--- src/rtl/blink_pkg.sv ---
// Shared definitions for the LED blink-rate controller: FSM encoding,
// rate-select codes and default half-periods (in clk cycles).
package blink_pkg;

  typedef enum logic [1:0] {
    IDLE = 2'd0,
    RUN  = 2'd1,
    PEND = 2'd2
  } state_t;

  localparam logic [1:0] SEL_25 = 2'b00;
  localparam logic [1:0] SEL_10 = 2'b01;
  localparam logic [1:0] SEL_5  = 2'b10;
  localparam logic [1:0] SEL_1  = 2'b11;

  localparam int DEF_HALF_25 = 500;
  localparam int DEF_HALF_10 = 1250;
  localparam int DEF_HALF_5  = 2500;
  localparam int DEF_HALF_1  = 12500;
  localparam int DEF_CNT_W   = 16;

endpackage

--- src/rtl/sync2.sv ---
// Two-flop synchronizer for an asynchronous level input; both flops clear
// on reset so the synchronized value starts at 0.
module sync2 (
  input  logic clk,
  input  logic rst_n,
  input  logic d,
  output logic q
);

  logic meta_p0;

  // Capture the raw input, then re-register to resolve metastability.
  always_ff @(posedge clk or negedge rst_n) begin
    if (!rst_n) begin
      meta_p0 <= 1'b0;
      q       <= 1'b0;
    end else begin
      meta_p0 <= d;
      q       <= meta_p0;
    end
  end

endmodule

--- src/rtl/blink_rate_ctrl.sv ---
// LED blink controller: one half-period counter plus the LED toggle flop.
// A requested rate change is held pending and applied only at the wrap that
// ends a high phase, so every high and low phase is a whole half-period.
module blink_rate_ctrl
  import blink_pkg::*;
#(
  parameter int HALF_25 = DEF_HALF_25,
  parameter int HALF_10 = DEF_HALF_10,
  parameter int HALF_5  = DEF_HALF_5,
  parameter int HALF_1  = DEF_HALF_1,
  parameter int CNT_W   = DEF_CNT_W
) (
  input  logic       clk,
  input  logic       rst_n,
  input  logic       en,
  input  logic       s1,
  input  logic       s2,
  output logic       led,
  output logic [1:0] rate_idx,
  output logic       pending
);

  // Terminal count (half-1) for each rate.
  localparam logic [CNT_W-1:0] LAST_25 = CNT_W'(HALF_25 - 1);
  localparam logic [CNT_W-1:0] LAST_10 = CNT_W'(HALF_10 - 1);
  localparam logic [CNT_W-1:0] LAST_5  = CNT_W'(HALF_5 - 1);
  localparam logic [CNT_W-1:0] LAST_1  = CNT_W'(HALF_1 - 1);

  logic             en_s;
  logic             s1_s;
  logic             s2_s;
  logic [1:0]       sel_s;

  state_t           state;
  state_t           state_nx;
  logic [CNT_W-1:0] cnt;
  logic [CNT_W-1:0] cnt_nx;
  logic             tog;
  logic             tog_nx;
  logic [1:0]       rate_nx;
  logic             pend_nx;

  logic [CNT_W-1:0] last;
  logic             wrap;
  logic [CNT_W-1:0] cnt_adv;
  logic             tog_adv;

  sync2 u_sync_en (
    .clk   (clk),
    .rst_n (rst_n),
    .d     (en),
    .q     (en_s)
  );

  sync2 u_sync_s1 (
    .clk   (clk),
    .rst_n (rst_n),
    .d     (s1),
    .q     (s1_s)
  );

  sync2 u_sync_s2 (
    .clk   (clk),
    .rst_n (rst_n),
    .d     (s2),
    .q     (s2_s)
  );

  assign sel_s = {s2_s, s1_s};
  assign led   = tog;

  // Terminal count of the currently applied rate.
  always_comb begin
    last = LAST_25;
    case (rate_idx)
      SEL_25:  last = LAST_25;
      SEL_10:  last = LAST_10;
      SEL_5:   last = LAST_5;
      SEL_1:   last = LAST_1;
      default: last = LAST_25;
    endcase
  end

  // Ordinary count step: wrap to 0 and flip the LED, otherwise increment.
  always_comb begin
    wrap    = (cnt == last);
    cnt_adv = cnt + CNT_W'(1);
    tog_adv = tog;
    if (wrap) begin
      cnt_adv = '0;
      tog_adv = ~tog;
    end
  end

  // Next-state logic; losing the enable overrides any wrap or rate change.
  always_comb begin
    state_nx = state;
    cnt_nx   = cnt;
    tog_nx   = tog;
    rate_nx  = rate_idx;
    pend_nx  = pending;
    case (state)
      IDLE: begin
        cnt_nx  = '0;
        tog_nx  = 1'b0;
        pend_nx = 1'b0;
        rate_nx = sel_s;
        if (en_s) begin
          state_nx = RUN;
        end
      end
      RUN: begin
        if (!en_s) begin
          state_nx = IDLE;
          cnt_nx   = '0;
          tog_nx   = 1'b0;
          pend_nx  = 1'b0;
        end else begin
          cnt_nx = cnt_adv;
          tog_nx = tog_adv;
          if (sel_s != rate_idx) begin
            pend_nx  = 1'b1;
            state_nx = PEND;
          end
        end
      end
      PEND: begin
        if (!en_s) begin
          state_nx = IDLE;
          cnt_nx   = '0;
          tog_nx   = 1'b0;
          pend_nx  = 1'b0;
        end else if (sel_s == rate_idx) begin
          // Request withdrawn: keep counting undisturbed.
          cnt_nx   = cnt_adv;
          tog_nx   = tog_adv;
          pend_nx  = 1'b0;
          state_nx = RUN;
        end else if (wrap && tog) begin
          // End of a high phase: safe point to switch rates.
          cnt_nx   = '0;
          tog_nx   = 1'b0;
          rate_nx  = sel_s;
          pend_nx  = 1'b0;
          state_nx = RUN;
        end else begin
          cnt_nx = cnt_adv;
          tog_nx = tog_adv;
        end
      end
      default: begin
        state_nx = IDLE;
        cnt_nx   = '0;
        tog_nx   = 1'b0;
        pend_nx  = 1'b0;
      end
    endcase
  end

  // State, counter, LED flop and rate registers.
  always_ff @(posedge clk or negedge rst_n) begin
    if (!rst_n) begin
      state    <= IDLE;
      cnt      <= '0;
      tog      <= 1'b0;
      rate_idx <= SEL_25;
      pending  <= 1'b0;
    end else begin
      state    <= state_nx;
      cnt      <= cnt_nx;
      tog      <= tog_nx;
      rate_idx <= rate_nx;
      pending  <= pend_nx;
    end
  end

endmodule

--- config.mk ---
export PLATFORM = sky130hd
export DESIGN_NAME = blink_rate_ctrl
export DESIGN_NICKNAME = d
export VERILOG_FILES = /design/src/rtl/blink_pkg.sv /design/src/rtl/sync2.sv /design/src/rtl/blink_rate_ctrl.sv
export SDC_FILE = /design/constraint.sdc
export NUM_CORES = 1
export LEC_CHECK = 0
export CORE_UTILIZATION = 30
export CTS_CLUSTER_SIZE = 25
export DETAILED_ROUTE_END_ITERATION = 12
export PLACE_DENSITY = 0.58
export SETUP_SLACK_MARGIN = 0.05
export SYNTH_ARGS = -nofsm -noshare
export SYNTH_HDL_FRONTEND = slang
export SYNTH_SLANG_ARGS = --single-unit
--- constraint.sdc ---
create_clock -name clk -period 5 [get_ports clk]
set_clock_uncertainty 0.1 [all_clocks]
set_input_delay 1 -clock clk [delete_from_list [all_inputs] [get_ports clk]]
set_output_delay 1 -clock clk [all_outputs]
set_load 0.02 [all_outputs]
# Word-level counts from Yosys, hierarchy flattened
# Index checks and enable logic that the tools add are counted.
[word_totals]
ff_bits = 28
out_inout_bits = 4
elab_cells = 64
[op_classes]
add_sub_neg = 1
n_eq_ne = 14
n_mux = 30
bitwise_logic = 1
n_reduce_logical = 7
[ops]
columns = ["cell", "n"]
rows = [
  ["two-way mux 16 bit", 5],
  ["case mux 16 bit (4 select lines)", 1],
  ["case mux 16 bit (2 select lines)", 1],
  ["two-way mux 2 bit", 9],
  ["adder 16 x 1 -> 16 bit, second input constant", 1],
  ["equality test 16 bit", 1],
  ["two-way mux 1 bit", 10],
  ["equality test 2 bit, second input constant", 3],
  ["case mux 2 bit (3 select lines)", 1],
  ["equality test 2 x 1 -> 1 bit, second input constant", 2],
  ["zero test 2 bit", 2],
  ["inequality test 2 x 1 -> 1 bit, second input constant", 2],
  ["inequality test 2 bit, second input constant", 2],
  ["inequality test 4 bit, second input constant", 1],
  ["case mux 1 bit (2 select lines)", 2],
  ["case mux 2 bit (2 select lines)", 1],
  ["AND reduction 4 bit", 1],
  ["inequality test 3 bit, second input constant", 1],
  ["AND reduction 3 bit", 1],
  ["equality test 2 bit", 1],
  ["inequality test 2 bit", 1],
  ["AND reduction 2 bit", 1],
  ["nonzero test 2 bit", 1],
  ["logical AND 1 bit", 1],
  ["NOT 1 bit", 1],
]

# Longest topological paths before layout
# Gate-level depths: netlist of the first run.
[depth]
depth_word = 8
depth_mapped = 11

# By module
# A second synthesis of the first run with hierarchy kept.
[unflattened]
hier_cells = 145
area_unflattened_um2 = 1550.2
[modules_own_cells]
columns = ["mod", "n_inst", "cells_per_inst", "area_per_inst_um2", "seq_area_each_um2"]
rows = [
  ["blink_rate_ctrl", 1, 139, 1400.1, 550.5],
  ["sync2", 3, 2, 50.0, 50.0],
]

# Least setup slack after synthesis of the first run
# OpenSTA, ideal clock, no wires.
[synth_path]
path_kind = "register to register"
from = "reg rate_idx[0]"
to = "reg cnt[7]"
setup_time_ns = 0.145
arrival_ns = 2.780
setup_slack_ns = 1.975
stages_incl_launch_ff = 10
path_buffers = 2
period_less_slack_ns = 3.025
cell_sequence = "dfrtp_1 ha_1 or3_4 a2111oi_4 buf_6 ha_1 o21ai_0 a32oi_1 buf_4 nor3_1"
[synth_between]
elab_chain_cells = 8
elab_cells_between_ends = 14
[synth_lines]
columns = ["item", "line", "source"]
rows = [
  ["start: declaration", "blink_rate_ctrl.sv:19", "output logic [1:0] rate_idx,"],
  ["start signal: assignment", "blink_rate_ctrl.sv:172", "rate_idx <= rate_nx;"],
  ["equality test 2 bit (tied with other cells)", "blink_rate_ctrl.sv:75", "case (rate_idx)"],
  ["case mux 16 bit (4 select lines)", "blink_rate_ctrl.sv:75", ""],
  ["equality test 16 bit", "blink_rate_ctrl.sv:86", "wrap = (cnt == last);"],
  ["two-way mux 16 bit or logical AND 1 bit (tied branches)", "blink_rate_ctrl.sv:89, blink_rate_ctrl.sv:139", ""],
  ["two-way mux 16 bit", "blink_rate_ctrl.sv:139", "end else if (wrap && tog) begin"],
  ["two-way mux 16 bit", "blink_rate_ctrl.sv:133", "end else if (sel_s == rate_idx) begin"],
  ["two-way mux 16 bit", "blink_rate_ctrl.sv:128", "if (!en_s) begin"],
  ["case mux 16 bit (2 select lines) *", "blink_rate_ctrl.sv:102", "case (state)"],
  ["named net cnt_nx[7]", "blink_rate_ctrl.sv:37", "logic [CNT_W-1:0] cnt_nx;"],
  ["end signal: assignment", "blink_rate_ctrl.sv:170", "cnt <= cnt_nx;"],
  ["end: declaration", "blink_rate_ctrl.sv:36", "logic [CNT_W-1:0] cnt;"],
]
# The timed path passes the listed nets; every way through them passes the cells marked *. The select of a mux whose other input is x is not followed.
# A chain may end at the register's enable or synchronous reset.

# Worst setup path in the final report of the first run
[layout_path]
from = "reg rate_idx[0]"
to = "reg rate_idx[0]"
[layout_between]
elab_chain_cells = 6
elab_cells_between_ends = 11
[layout_lines]
columns = ["item", "line"]
rows = [
  ["equality test 2 bit (tied with other cells)", "blink_rate_ctrl.sv:75"],
  ["case mux 16 bit (4 select lines)", "blink_rate_ctrl.sv:75"],
  ["equality test 16 bit", "blink_rate_ctrl.sv:86"],
  ["logical AND 1 bit", "blink_rate_ctrl.sv:139"],
  ["inequality test 2 bit (no source line)", "-"],
  ["AND reduction 4 bit (no source line) *", "-"],
]
# Every way passes the cells marked *; elsewhere a longest branch is shown, timed or not. The select of a mux whose other input is x is not followed.

==> results of run 1 <==
sequential cells by signal, indices dropped and copies added, names as in the netlist:
| name | flops |
|---|---|
| cnt | 16 |
| u_sync_s2.q | 1 |
| u_sync_en.q | 1 |
| rate_idx | 2 |
| u_sync_s2.meta_p0 | 1 |
| u_sync_en.meta_p0 | 1 |
| pending | 1 |
| led | 1 |
| u_sync_s1.q | 1 |
| state | 2 |
| u_sync_s1.meta_p0 | 1 |
Yosys cell counts (all sizes together) (2+ instances only):
master / count / area (sq um)
a211oi: 2 / 15.0
and3: 6 / 41.3
and4: 2 / 18.8
buf: 2 / 18.8
dfrtp: 28 / 701
ha: 11 / 138
inv: 5 / 18.8
mux2: 3 / 33.8
nand2: 5 / 18.8
nand3: 8 / 40.0
nand4: 5 / 31.3
nor2: 3 / 11.3
nor3: 16 / 80.1
nor4: 2 / 12.5
o21ai: 4 / 20.0
xnor2: 11 / 96.3
xor2: 10 / 87.6
cells by family (layout without fill, tap and decap cells):
| family | Yosys count | in the layout |
|---|---|---|
| XOR/XNOR | 21 | 21 |
| buffers and inverters | 7 | 19 |
| multiplexers | 4 | 4 |
| AO/OA/AOI/OAI | 13 | 13 |
| adder cells (fa/ha/maj) | 11 | 11 |
| AND/OR/NAND/NOR | 56 | 56 |
| flip-flops | 28 | 28 |
final cells by class:
type / instances / area, sq um
inverters: 5 / 18.8
flip-flops and latches: 28 / 701
fillers: 465 / 3070
well taps: 67 / 83.8
multi-input cells: 105 / 808
clock inverters: 1 / 30.0
repair buffers: 10 / 95.1
clock buffers: 3 / 41.3
through the flow:
| step | utilization | hold WS, ns | worst slack (ns) | area, sq um |
|---|---|---|---|---|
| final | 0.367 | 0.259 | 1.75 | 1780 |
| after global routing | 0.367 | 0.279 | 1.55 | 1780 |
| after CTS | 0.367 | 0.261 | 1.72 | 1780 |
| after detailed placement | 0.352 | 0.237 | 1.73 | 1710 |
| after global placement | 0.352 | 0.235 | 1.83 | 1710 |
| after floorplan | - | 0.231 | 1.97 | 1550 |
per-layer routing:
layer,GRT usage,share of wire,vias up,routed length (um)
li1,-,-,532,-
met4,0.0556,0.017,0,48
met1,0.176,0.49,527,1400
met2,0.182,0.45,20,1280
met5,0,0,-,0
met3,0.0302,0.044,7,126
worst register-to-register path: stages, from the launching register on:
cell and delay, ns:
dfrtp_1 0.49, ha_1 0.26, or3_4 0.40, a2111oi_4 0.87
ha_1 0.32, o21ai_0 0.12, o22ai_1 0.22, mux2_2 0.36
power breakdown:
group          internal [mW]  leakage [nW]  switching (mW)
clock                  0.107        0.0357          0.0724
sequential             0.250         0.370          0.0330
combinational          0.125         0.314           0.138
worst min path at each step:
stage	cells past startpoint	end	slack, ns	start
final	0	u_sync_s2.q	0.26	u_sync_s2.meta_p0
after global routing	0	u_sync_s1.q	0.28	u_sync_s1.meta_p0
after CTS	0	u_sync_s2.q	0.26	u_sync_s2.meta_p0
after detailed placement	0	u_sync_s2.q	0.24	u_sync_s2.meta_p0
after global placement	0	u_sync_en.q	0.23	u_sync_en.meta_p0
after floorplan	0	u_sync_en.q	0.23	u_sync_en.meta_p0
==> results.sh, run 1 <==
export IMPL_grt_max_degree=29
export IMPL_routedWlPerCell_um=13.0
export IMPL_die_height_um=73.8
export IMPL_grt_overflow=0
export IMPL_min_period_ns=3.25
export IMPL_worst_path_most_repeated_cell="ha_1"
export IMPL_slew_headroom=0.384
export IMPL_timing_setup_tns_ns=0
export IMPL_detail_route_antenna_nets=0
export IMPL_postCtsSetupBuffers=0
export IMPL_cp_arrival_ns=3.32
export IMPL_hold_path_class="flop to flop"
export IMPL_drive_gt1_frac=0.118
export IMPL_async_flop_share=1.00
export IMPL_ys_ff_latch=28
export IMPL_synth_fp_nets=156
export IMPL_dieArea_sq_um=5450
export IMPL_htreeDepth=1
export IMPL_most_common_layout_cells="28 x dfrtp_1, 16 x nor3_1, 11 x xnor2_1, 11 x ha_1, 10 x xor2_1"
export IMPL_cp_end_kind="flop"
export IMPL_synth_top_family_by_area="simple AND/OR/NAND/NOR gates"
export IMPL_clock_sinks=28
export IMPL_hpwl_um=2100
export IMPL_route_vias_total=1086
export IMPL_synth_fa_ha_area_frac=0.0890
export IMPL_path_max_fanout=17
export IMPL_hold_viol=0
export IMPL_hold_buffers=0
export IMPL_setup_viol=0
export IMPL_grt_setup_unrepaired="false"
export IMPL_core_area_sq_um=4850
export IMPL_synth_cell_type_count=37
export IMPL_fin_nets=169
export IMPL_worstSetupEndpoint="rate_idx[0]"
export IMPL_cts_root_buf="clkbuf_8"
export IMPL_io_pins=9
export IMPL_power_leakage_nw=0.719
export IMPL_synth_area_mux_share=0.0283
export IMPL_period_share=0.650
export IMPL_area_growth_pct=15.0
export IMPL_r2r_setup_slack_ns=1.75
export IMPL_ir_drop_mv=0.161
export IMPL_grt_pass1_vias=1123
export IMPL_wl_um=2850
export IMPL_drc=0
export IMPL_status="completed"
export IMPL_synthCells=140
export IMPL_crit_cells=7
export IMPL_grt_pass1_wl_um=5140
export IMPL_fin_cells=219
export IMPL_slowest_delay_ns=0.87
export IMPL_antenna_found_initial=0
export IMPL_vias_per_cell=4.96
export IMPL_yosysSeqAreaShare=0.453
export IMPL_avgSynthCellArea_sq_um=11.0
export IMPL_start_util=0.319
export IMPL_cp_start_kind="flop"
export IMPL_cts_resized=0
export IMPL_cts_tree="done"
export IMPL_r2r_cells=7
export IMPL_firstDrtPassIters=4
export IMPL_max_cap_violations=0
export IMPL_power_uw=726
export IMPL_num_antenna_cells=0
export IMPL_numCtsBuffers=3
export IMPL_crit_reg2reg_capture="rate_idx[0]"
export IMPL_regToRegStartpoint="rate_idx[0]"
export IMPL_ys_warn_count=0
export IMPL_synth_ff_type="dfrtp_1"
export IMPL_crit_buf_inv=0
export IMPL_synth_area_sq_um=1550
export IMPL_max_freq_mhz=308
export IMPL_final_common_cell="dfrtp_1"
export IMPL_synth_compound_area_frac=0.0696
export IMPL_grt_util_all_layers=0.125
export IMPL_crit_slowest_cell="a2111oi_4"
export IMPL_clk_path_buf_depth=2
export IMPL_worstSkewPairLatency_ns=0.28
export IMPL_path_clk_slew_ns=0.10
export IMPL_path_delay_family="compound AO/OA/AOI/OAI gates"
export IMPL_synth_edf_count=0
export IMPL_worst_pin_slew_ns=0.924
export IMPL_placementRows=25
export IMPL_io_buffer_count=8
export IMPL_timing_final_max_slew_violations=0
export IMPL_synth_xor_area_frac=0.119
export IMPL_die_w_um=73.8
export IMPL_critical_path_cell_chain="ha_1 -> or3_4 -> a2111oi_4 -> ha_1 -> o21ai_0 -> o22ai_1 -> mux2_2"
export IMPL_crit_type="flop to flop"
export IMPL_crit_start="rate_idx[0]"
export IMPL_place_gp_congestion=0.802
export IMPL_yosys_area_share_simple=0.217
export IMPL_crit_required_ns=5.07
export IMPL_drt_iter0_drc=104
export IMPL_dp_cells=215
export IMPL_power_density_nw_per_um2=409
(Power assumes the default switching activity.)
==> run 2, diff against run 1 <==
--- a/config.mk
+++ b/config.mk
@@ -8,7 +8,7 @@
 export CORE_UTILIZATION = 30
 export CTS_CLUSTER_SIZE = 25
 export DETAILED_ROUTE_END_ITERATION = 12
-export PLACE_DENSITY = 0.58
+export PLACE_DENSITY = 0.59
 export SETUP_SLACK_MARGIN = 0.05
 export SYNTH_ARGS = -nofsm -noshare
 export SYNTH_HDL_FRONTEND = slang
==> constraint.sdc (replaced) <==
create_clock -name clk -period 2.8 [get_ports clk]
set_clock_uncertainty 0.1 [all_clocks]
set_input_delay 0.56 -clock clk [delete_from_list [all_inputs] [get_ports clk]]
set_output_delay 0.56 -clock clk [all_outputs]
set_load 0.02 [all_outputs]
==> run 2 against run 1 <==
Combinational power up 91%. Total power up 84%. Sequential cell count unchanged. Final cell count up 0.46%. Sequential share of layout area down 0.52 points. Global-route usage up 0.11 points. Via count down 1.4%. Routed wire length up 7.1%. Maximum frequency up 27%. Worst hold slack worse by 0.0025 ns. Register-to-register slack worse by 1.5 ns. First-iteration DRC count down 6.7%. Critical path type unchanged. Critical endpoint is now rate_idx[1]. Highest routed layer unchanged.
==> results.sh, run 2 (synthesis gave the netlist of run 1 again) <==
export IMPL_power_leakage_nw=0.724
export IMPL_r2r_setup_slack_ns=0.24
export IMPL_io_buffer_count=8
export IMPL_io_pins=9
export IMPL_cp_end_kind="flop"
export IMPL_cp_arrival_ns=2.62
export IMPL_largest_register="cnt"
export IMPL_vias_per_cell=4.87
export IMPL_fin_cells=220
export IMPL_clock_sinks=28
export IMPL_dieArea_sq_um=5450
export IMPL_met3_usage=0.0165
export IMPL_worst_pin_slew_ns=0.367
export IMPL_use_met2=0.218
export IMPL_regToRegStartpoint="rate_idx[0]"
export IMPL_final_common_cell="dfrtp_1"
export IMPL_detail_route_antenna_nets=0
export IMPL_path_clk_slew_ns=0.09
export IMPL_place_area_sq_um=1740
export IMPL_path_max_fanout=8
export IMPL_area_growth_pct=16.9
export IMPL_num_antenna_cells=0
export IMPL_dp_cells=216
export IMPL_critical_path_cell_chain="inv_1 -> ha_1 -> nor2_1 -> xnor2_1 -> a2111oi_4 -> ha_1 -> o21ai_1 -> o22ai_1 -> mux2_2"
export IMPL_numCtsBuffers=3
export IMPL_slowest_delay_ns=0.48
export IMPL_crit_buf_inv=1
export IMPL_firstDrtPassIters=4
export IMPL_cts_resized=0
export IMPL_power_density_nw_per_um2=739
export IMPL_htreeDepth=1
export IMPL_biggestRegsByFlops="cnt: 16 flops, rate_idx: 2 flops, state: 2 flops"
export IMPL_crit_required_ns=2.86
export IMPL_hold_buffers=0
export IMPL_grt_util_all_layers=0.126
export IMPL_grt_max_degree=29
export IMPL_placementRows=25
export IMPL_postCtsSetupBuffers=0
export IMPL_wl_um=3050
export IMPL_min_period_ns=2.56
export IMPL_core_area_sq_um=4850
export IMPL_crit_type="flop to flop"
export IMPL_grt_overflow=0
export IMPL_grt_setup_unrepaired="false"
export IMPL_use_met1=0.164
export IMPL_crit_start="rate_idx[0]"
export IMPL_crit_cells=9
export IMPL_setup_viol=0
export IMPL_drive_gt1_frac=0.150
export IMPL_path_delay_family="compound AO/OA/AOI/OAI gates"
export IMPL_largest_reg_flops=16
export IMPL_worstSkewPairLatency_ns=0.28
export IMPL_worstSetupEndpoint="rate_idx[1]"
export IMPL_top_usage_layer="met2"
export IMPL_place_gp_congestion=0.818
export IMPL_die_height_um=73.8
export IMPL_cp_start_kind="flop"
export IMPL_routedWlPerCell_um=13.9
export IMPL_antenna_found_initial=0
export IMPL_grt_pass1_wl_um=5260
export IMPL_worst_path_most_repeated_cell="ha_1"
export IMPL_max_freq_mhz=391
export IMPL_die_w_um=73.8
export IMPL_timing_final_max_slew_violations=0
export IMPL_crit_reg2reg_capture="rate_idx[1]"
export IMPL_drt_iter0_drc=97
export IMPL_ir_drop_mv=0.277
export IMPL_hpwl_um=2210
export IMPL_period_share=0.913
export IMPL_start_util=0.319
export IMPL_timing_setup_tns_ns=0
export IMPL_slew_headroom=0.755
export IMPL_crit_slowest_cell="dfrtp_2"
export IMPL_power_mw=1.34
export IMPL_clk_path_buf_depth=2
export IMPL_most_common_layout_cells="26 x dfrtp_1, 16 x nor3_1, 11 x xnor2_1"
export IMPL_final_area_sq_um=1810
export IMPL_hold_path_class="flop to flop"
export IMPL_max_cap_violations=0
export IMPL_grt_pass1_vias=1120
export IMPL_r2r_cells=9
export IMPL_status="completed"
export IMPL_whs_ns=0.257
export IMPL_fin_nets=170
export IMPL_drc=0
export IMPL_cts_root_buf="clkbuf_8"
export IMPL_cts_tree="done"
export IMPL_hold_viol=0
export IMPL_route_vias_total=1071
==> run 2: per-stage QoR <==
stage	util	setup slack, ns
4_1_cts	0.373	0.233
3_5_place_dp	0.358	0.249
2_1_floorplan	-	0.0502
6_report	0.373	0.243
5_1_grt	0.373	0.0922
3_3_place_gp	0.358	0.356
==> run 2: layout make-up <==
cell class / instances / area, sq um
Clock buffer: 3 / 41.3
Clock inverter: 1 / 30.0
Fill cell: 476 / 3040
Inverter: 5 / 18.8
Multi-Input combinational cell: 105 / 828
Sequential cell: 28 / 703
Tap cell: 67 / 83.8
Timing Repair Buffer: 11 / 103
==> run 2: worst min path at each step <==
| stage | start | to | slack, ns | cells past startpoint |
|---|---|---|---|---|
| after detailed placement | u_sync_s2.meta_p0 | u_sync_s2.q | 0.24 | 0 |
| after CTS | u_sync_s2.meta_p0 | u_sync_s2.q | 0.26 | 0 |
| final | u_sync_s2.meta_p0 | u_sync_s2.q | 0.26 | 0 |
| after global placement | u_sync_s2.meta_p0 | u_sync_s2.q | 0.23 | 0 |
| after floorplan | rst_n | cnt[0] | 0.16 | 0 |
| after global routing | u_sync_s1.meta_p0 | u_sync_s1.q | 0.27 | 0 |
==> run 2: layer usage <==
layer  up-vias  part of all wire
li1        529                 -
met1       532              0.50
met2         8              0.48
met3         2             0.017
met4         0            0.0062
met5         -                 0
==> run 2: where the power goes <==
| group | internal [mW] | switching, mW | leakage [nW] | total [mW] |
|---|---|---|---|---|
| registers | 0.449 | 0.0653 | 0.368 | 0.515 |
| clock network | 0.191 | 0.128 | 0.0357 | 0.319 |
| logic | 0.233 | 0.270 | 0.320 | 0.503 |
| total | 0.874 | 0.463 | 0.724 | 1.34 |
==> run 3, diff against run 2 <==
--- a/config.mk
+++ b/config.mk
@@ -10,6 +10,7 @@
 export DETAILED_ROUTE_END_ITERATION = 12
 export PLACE_DENSITY = 0.59
 export SETUP_SLACK_MARGIN = 0.05
+export SKIP_CTS_REPAIR_TIMING = 1
 export SYNTH_ARGS = -nofsm -noshare
 export SYNTH_HDL_FRONTEND = slang
 export SYNTH_SLANG_ARGS = --single-unit
==> results of run 3 <==
The final DEF is identical to that of run 2; final timing and power are the same.
